File: config.mk
export PLATFORM = sky130hd
export DESIGN_NAME = tcp_tx_arbiter
export DESIGN_NICKNAME = d
export VERILOG_FILES = /design/src/rtl/tcp_tx_arbiter.sv
export SDC_FILE = /design/constraint.sdc
export NUM_CORES = 1
export LEC_CHECK = 0
export CAP_MARGIN = 15
export CORE_MARGIN = 5
export CORE_UTILIZATION = 48
export CTS_CLUSTER_SIZE = 28
export DETAILED_ROUTE_END_ITERATION = 6
export PLACE_DENSITY = 0.9
export SLEW_MARGIN = 10
export SYNTH_ARGS = -nofsm -noshare
export SYNTH_HDL_FRONTEND = slang
export SYNTH_SLANG_ARGS = --single-unit
File: constraint.sdc
create_clock -name CLK -period 2.2 [get_ports CLK]
set_clock_uncertainty 0.05 [all_clocks]
set_input_delay 0.44 -clock CLK [delete_from_list [all_inputs] [get_ports CLK]]
set_output_delay 0.44 -clock CLK [all_outputs]
set_load 0.05 [all_outputs]
File: src/rtl/tcp_tx_arbiter.sv
// Round-robin arbiter merging N_REQ byte streams onto one TCP TX byte stream.
// Latency: 1 cycle IDLE->BUSY arbitration; accepted beat appears on TX_WR/TX_DATA 1 cycle later.
// Backpressure: REQ_READY drops combinationally on TX_FULL, link down or abort; grant held without timeout.
`timescale 1ns/1ps

module tcp_tx_arbiter #(
  parameter int N_REQ     = 4,
  parameter int MAX_BURST = 256
) (
  input  logic               CLK,
  input  logic               RSTn,
  input  logic               TCP_OPEN,
  input  logic               TCP_RST,
  input  logic               TX_FULL,
  output logic               TX_WR,
  output logic [7:0]         TX_DATA,
  input  logic [N_REQ-1:0]   REQ_VALID,
  input  logic [8*N_REQ-1:0] REQ_DATA,
  input  logic [N_REQ-1:0]   REQ_LAST,
  output logic [N_REQ-1:0]   REQ_READY,
  output logic [N_REQ-1:0]   GRANT,
  output logic [31:0]        TX_BYTES
);

  localparam int IW = $clog2(N_REQ);
  localparam int BW = $clog2(MAX_BURST + 1);

  typedef enum logic {IDLE, BUSY} state_t;

  logic [1:0]       rst_sync;
  logic             rst_n_int;
  state_t           state, state_nx;
  logic [N_REQ-1:0] grant_nx;
  logic [IW-1:0]    grant_idx, grant_idx_nx;
  logic [IW-1:0]    last_served, last_nx;
  logic [BW-1:0]    burst_cnt, burst_nx;
  logic             link_ok;
  logic             accept;
  logic [7:0]       beat_data;
  logic             beat_last;
  logic             rr_found;
  logic [IW-1:0]    rr_pick;
  logic [IW-1:0]    cand_idx;
  int               cand;
  logic             open_d;
  logic [31:0]      tx_bytes_q;

  // Reset asserts immediately but releases only after two clean CLK edges.
  always_ff @(posedge CLK or negedge RSTn) begin
    if (!RSTn) rst_sync <= 2'b00;
    else       rst_sync <= {rst_sync[0], 1'b1};
  end
  assign rst_n_int = rst_sync[1];

  assign link_ok   = TCP_OPEN & ~TCP_RST;
  assign REQ_READY = GRANT & {N_REQ{link_ok & ~TX_FULL}};
  assign accept    = |(REQ_VALID & REQ_READY);
  assign TX_BYTES  = tx_bytes_q;

  // Select the granted requester's byte and last flag (GRANT is one-hot or zero).
  always_comb begin
    beat_data = 8'h00;
    beat_last = 1'b0;
    for (int i = 0; i < N_REQ; i++) begin
      if (GRANT[i]) begin
        beat_data = REQ_DATA[i*8 +: 8];
        beat_last = REQ_LAST[i];
      end
    end
  end

  // Round-robin search starting one past the last-served requester.
  always_comb begin
    rr_found = 1'b0;
    rr_pick  = '0;
    cand     = 0;
    cand_idx = '0;
    for (int k = 1; k <= N_REQ; k++) begin
      cand = int'(last_served) + k;
      if (cand >= N_REQ) cand = cand - N_REQ;
      cand_idx = IW'(cand);
      if (!rr_found && REQ_VALID[cand_idx]) begin
        rr_found = 1'b1;
        rr_pick  = cand_idx;
      end
    end
  end

  // Arbiter state register.
  always_ff @(posedge CLK or negedge rst_n_int) begin
    if (!rst_n_int) begin
      state       <= IDLE;
      GRANT       <= '0;
      grant_idx   <= '0;
      last_served <= IW'(N_REQ - 1);
      burst_cnt   <= '0;
    end else begin
      state       <= state_nx;
      GRANT       <= grant_nx;
      grant_idx   <= grant_idx_nx;
      last_served <= last_nx;
      burst_cnt   <= burst_nx;
    end
  end

  // Next-state: grant on any request, release on last beat, burst limit or link loss.
  always_comb begin
    state_nx     = state;
    grant_nx     = GRANT;
    grant_idx_nx = grant_idx;
    last_nx      = last_served;
    burst_nx     = burst_cnt;
    if (state == IDLE) begin
      grant_nx = '0;
      if (link_ok && rr_found) begin
        state_nx     = BUSY;
        grant_idx_nx = rr_pick;
        grant_nx     = N_REQ'(1) << rr_pick;
        burst_nx     = '0;
      end
    end else begin
      if (!link_ok) begin
        // Abort: the interrupted requester loses its turn and re-competes later.
        state_nx = IDLE;
        grant_nx = '0;
        last_nx  = grant_idx;
      end else if (accept) begin
        burst_nx = burst_cnt + 1'b1;
        if (beat_last || burst_cnt == BW'(MAX_BURST - 1)) begin
          state_nx = IDLE;
          grant_nx = '0;
          last_nx  = grant_idx;
        end
      end
    end
  end

  // Registered TX write path; data holds when no write.
  always_ff @(posedge CLK or negedge rst_n_int) begin
    if (!rst_n_int) begin
      TX_WR   <= 1'b0;
      TX_DATA <= 8'h00;
    end else begin
      TX_WR <= accept;
      if (accept) TX_DATA <= beat_data;
    end
  end

  // Byte counter: cleared on connection open (clear beats a coincident write), wraps naturally.
  always_ff @(posedge CLK or negedge rst_n_int) begin
    if (!rst_n_int) begin
      open_d     <= 1'b0;
      tx_bytes_q <= 32'd0;
    end else begin
      open_d <= TCP_OPEN;
      if (TCP_OPEN && !open_d) tx_bytes_q <= 32'd0;
      else if (TX_WR)          tx_bytes_q <= tx_bytes_q + 32'd1;
    end
  end

endmodule

==> metrics.txt, run 1 <==
Worst-Margin Slew=around 550 ps; Die Wd=94.0 um; Relative slew margins=between 60% and 70%; synthesized instance count=360; post-layout util=70.0%; DRC viols=0; initial antenna violation count=0; Placed Instances=550; CTS tree=yes; DRC marker count from the first detailed-route iteration=about 160; Post-synth EDFFs=0; routability-driven placement congestion ratio=around 0.96; Sw Ratio=approximately a third; Setup crit end kind=output pin; Worst path top cell family by delay=buffers and inverters; most common cell after layout, fill and taps aside=clkdlybuf4s50_1; Avg WL per Cell=about 15 um; Mapped Area=between 3000 and 4000 um^2; Fmax=~470 MHz; predominant post-synthesis flop cell=dfrtp_1; Max Cap Violations=0; antenna cells=0; unrepaired setup endpoints after global routing=no; Overflow after GRT=0; WP buf/inv=3; Pwr per Cell Area=673 nW/um^2; setup slack after layout=51.7 ps; register area=approximately 1600 um^2; post-route ant nets=0; final std cells w/o fill=between 500 and 600; first-pass GRT wire length=between 10000 and 15000 um; Initial Util=around half; pre-CTS setup slack=-79.8 ps; synthesis-to-layout area growth=41.2%; clk_lat worst skew=between 300 and 400 ps; Net Sw Power=0.00108 W; TritonCTS buffer count=9; setup violators final=0; syn_area_per_cell=roughly 9.4 um^2; port bufs=slightly above 90; row cnt=30; VDD IR max=0.000417 V; asr flop ratio synth=100%; slowest CP cell=clkdlybuf4s50_1; vias in the first global route=about 3200; Distinct cells, synth=55; Routed WL=about 8700 um; die area=approximately 9000 um^2; Synth warnings=0; min Tclk post-route=roughly 2100 ps; Final Hold Violating Endpoints=0; H-tree depth=3; flops & latches, synth=62; P_int=around 0.0021 W; Area contributors post-synth=dfrtp_1, nand2_1, a21oi_1, o31ai_1, or4_1; sequential fraction of design power=between 40% and 50%; # nets final=a little over 500; setup_tns=0 ps; multi-input logic area=~1700 um^2; CP Cell Sequence=clkdlybuf4s50_1 -> nor3b_4 -> buf_4 -> and2_1 -> buf_12; CP peak stage delay=500 ps; post-DP HPWL=around 6500 um; top cell type's share of synthesized area=44.3%; Worst Hold Class=flop to async pin; Die H=approximately 94 um; Overall Global Routing Usage=between 20 and 25%; Comb pwr share=a little under 30%; vias=around 3300; Root Driver=clkbuf_8; Top Ports=94; CP startpoint kind=input port; critical path class=input port to output pin; Tot Pwr=between 0.003 and 0.004 W; clock sinks=62; Pins Over Slew Limit=0; leakage=a little under 2 nW; clock power share=between 20% and 30%; commonest cells after routing, fill and taps aside=clkdlybuf4s50_1, dfrtp_1, nand2_1; fin crit share=around 98%; largest net degree at the start of global routing=41; post-CTS setup buffers=0; crit path DAT=between 1500 and 2000 ps; Core Area=around 6800 um^2; clk slew on worst S/H paths=70 ps; clock buffer depth=2; CP Data Required Time=between 1500 and 2000 ps; share of post-route cells with drive strength above 1=between 10% and 20%; CP Max Fanout=5; vias per cell=between 5 and 6; status=finished, final reports clean; Pre-antenna DRT Iters=4; post-synthesis cell type with the largest combined area=dfrtp_1; # fillers=approximately 530; Synth Net Count=roughly 410; sequential area share after synthesis=45.8%
## worst register-to-register path, stage by stage (launching register included)
cell and delay, ps:
dfrtp_2 450, nand4_4 130, or4_4 660, or4_1 540
a21oi_1 150
## final timing paths
kind / startpoint / endpoint / slack, ps / cells after the start
hold reg to reg: rst_sync[1] / burst_cnt[0] / 190 / 0
setup reg to reg: TX_BYTES[4] / TX_BYTES[23] / 140 / 4
min in group CLK: rst_sync[0] / rst_sync[1] / 300 / 0
hold / removal: rst_sync[1] / burst_cnt[0] / 190 / 0
max in group asynchronous: rst_sync[1] / TX_BYTES[12] / 1320 / 1
setup / recovery: TCP_RST / REQ_READY[1] / 50 / 5
## registers in the layout, indices dropped and copies added, names as in the netlist
| signal | count |
|---|---|
| TX_BYTES | 32 |
| burst_cnt | 9 |
| TX_DATA | 8 |
| GRANT | 4 |
| grant_idx | 2 |
| last_served | 2 |
| rst_sync | 2 |
| TX_WR | 1 |
| open_d | 1 |
| state | 1 |
## power groups by stage
stage          Clock, W  Combinational, W  Sequential [W]
6_report       0.000890          0.000944         0.00139
5_1_grt        0.000961           0.00101         0.00141
4_1_cts        0.000905          0.000946         0.00139
3_5_place_dp          0          0.000944         0.00141
3_3_place_gp          0          0.000925         0.00140
2_1_floorplan         0          0.000287         0.00167
## layout make-up
type | instances | share of cell area, %
clock buffer | 14 | 3.40
clock inverter | 2 | 0.209
inverter | 12 | 0.941
multi-input combinational | 265 | 35.7
sequential | 62 | 32.8
tap | 96 | 2.51
timing repair buffer | 115 | 24.4
## synth_stat cells (8+ instances only)
master,instances
a21oi_1,26
nor2_1,22
clkbuf_1,16
inv_1,12
or4_1,14
dfrtp_1,60
nand3_1,12
o31ai_1,15
a221oi_1,8
xnor2_1,8
nand2_1,36
nand4_1,10
o21ai_0,11
## cell families after synthesis
kind of cell / Yosys count / share of synthesized area (%)
adders and majority gates: 3 / 1.11
xor gates and xnor gates: 14 / 3.62
and+or+nand+nor: 142 / 23.4
muxes: 6 / 1.88
buffers and inverters: 33 / 4.13
AOI/OAI and AO/OA: 99 / 19.9
other: 1 / 0.111
DFF: 62 / 45.8
## layer usage
layer | up-vias | share of wire, % | global-route usage (%)
li1 | 1571 | - | -
met1 | 1559 | 42 | 26.4
met2 | 166 | 47 | 31.8
met3 | 8 | 9.8 | 7.37
met4 | 0 | 0.88 | 6.14
met5 | - | 0 | 0
## repair_timing
action / 4_1_cts / 5_1_grt
gates resized for setup: 3 / 3
cloned: 0 / 0
hold buffers: 0 / 0
endpoints found under the setup margin: 6 / 8
pin swaps: 0 / 1
## metrics by stage
stage | hold WS (ps) | instance area (um^2)
after CTS | 191 | 4770
after floorplan | 94.4 | 3400
final | 189 | 4780
after global placement | 190 | 4600
after detailed placement | 199 | 4600
after global routing | 202 | 4780
Note: power is estimated with default switching activity, not from simulation.
==> inputs of run 2 (changes only) <==
--- a/config.mk
+++ b/config.mk
@@ -8,6 +8,7 @@
 export CAP_MARGIN = 15
 export CORE_MARGIN = 5
 export CORE_UTILIZATION = 48
+export CTS_CLUSTER_DIAMETER = 120
 export CTS_CLUSTER_SIZE = 28
 export DETAILED_ROUTE_END_ITERATION = 6
 export PLACE_DENSITY = 0.9
==> results of run 2 <==
Same layout as run 1: the final DEF is identical, and so are final timing and power.
==> inputs of run 3 (changes only) <==
--- a/config.mk
+++ b/config.mk
@@ -16,3 +16,4 @@
 export SYNTH_ARGS = -nofsm -noshare
 export SYNTH_HDL_FRONTEND = slang
 export SYNTH_SLANG_ARGS = --single-unit
+export TNS_END_PERCENT = 1
==> results of run 3 <==
Same layout as run 1: the final DEF is identical, and so are final timing and power.
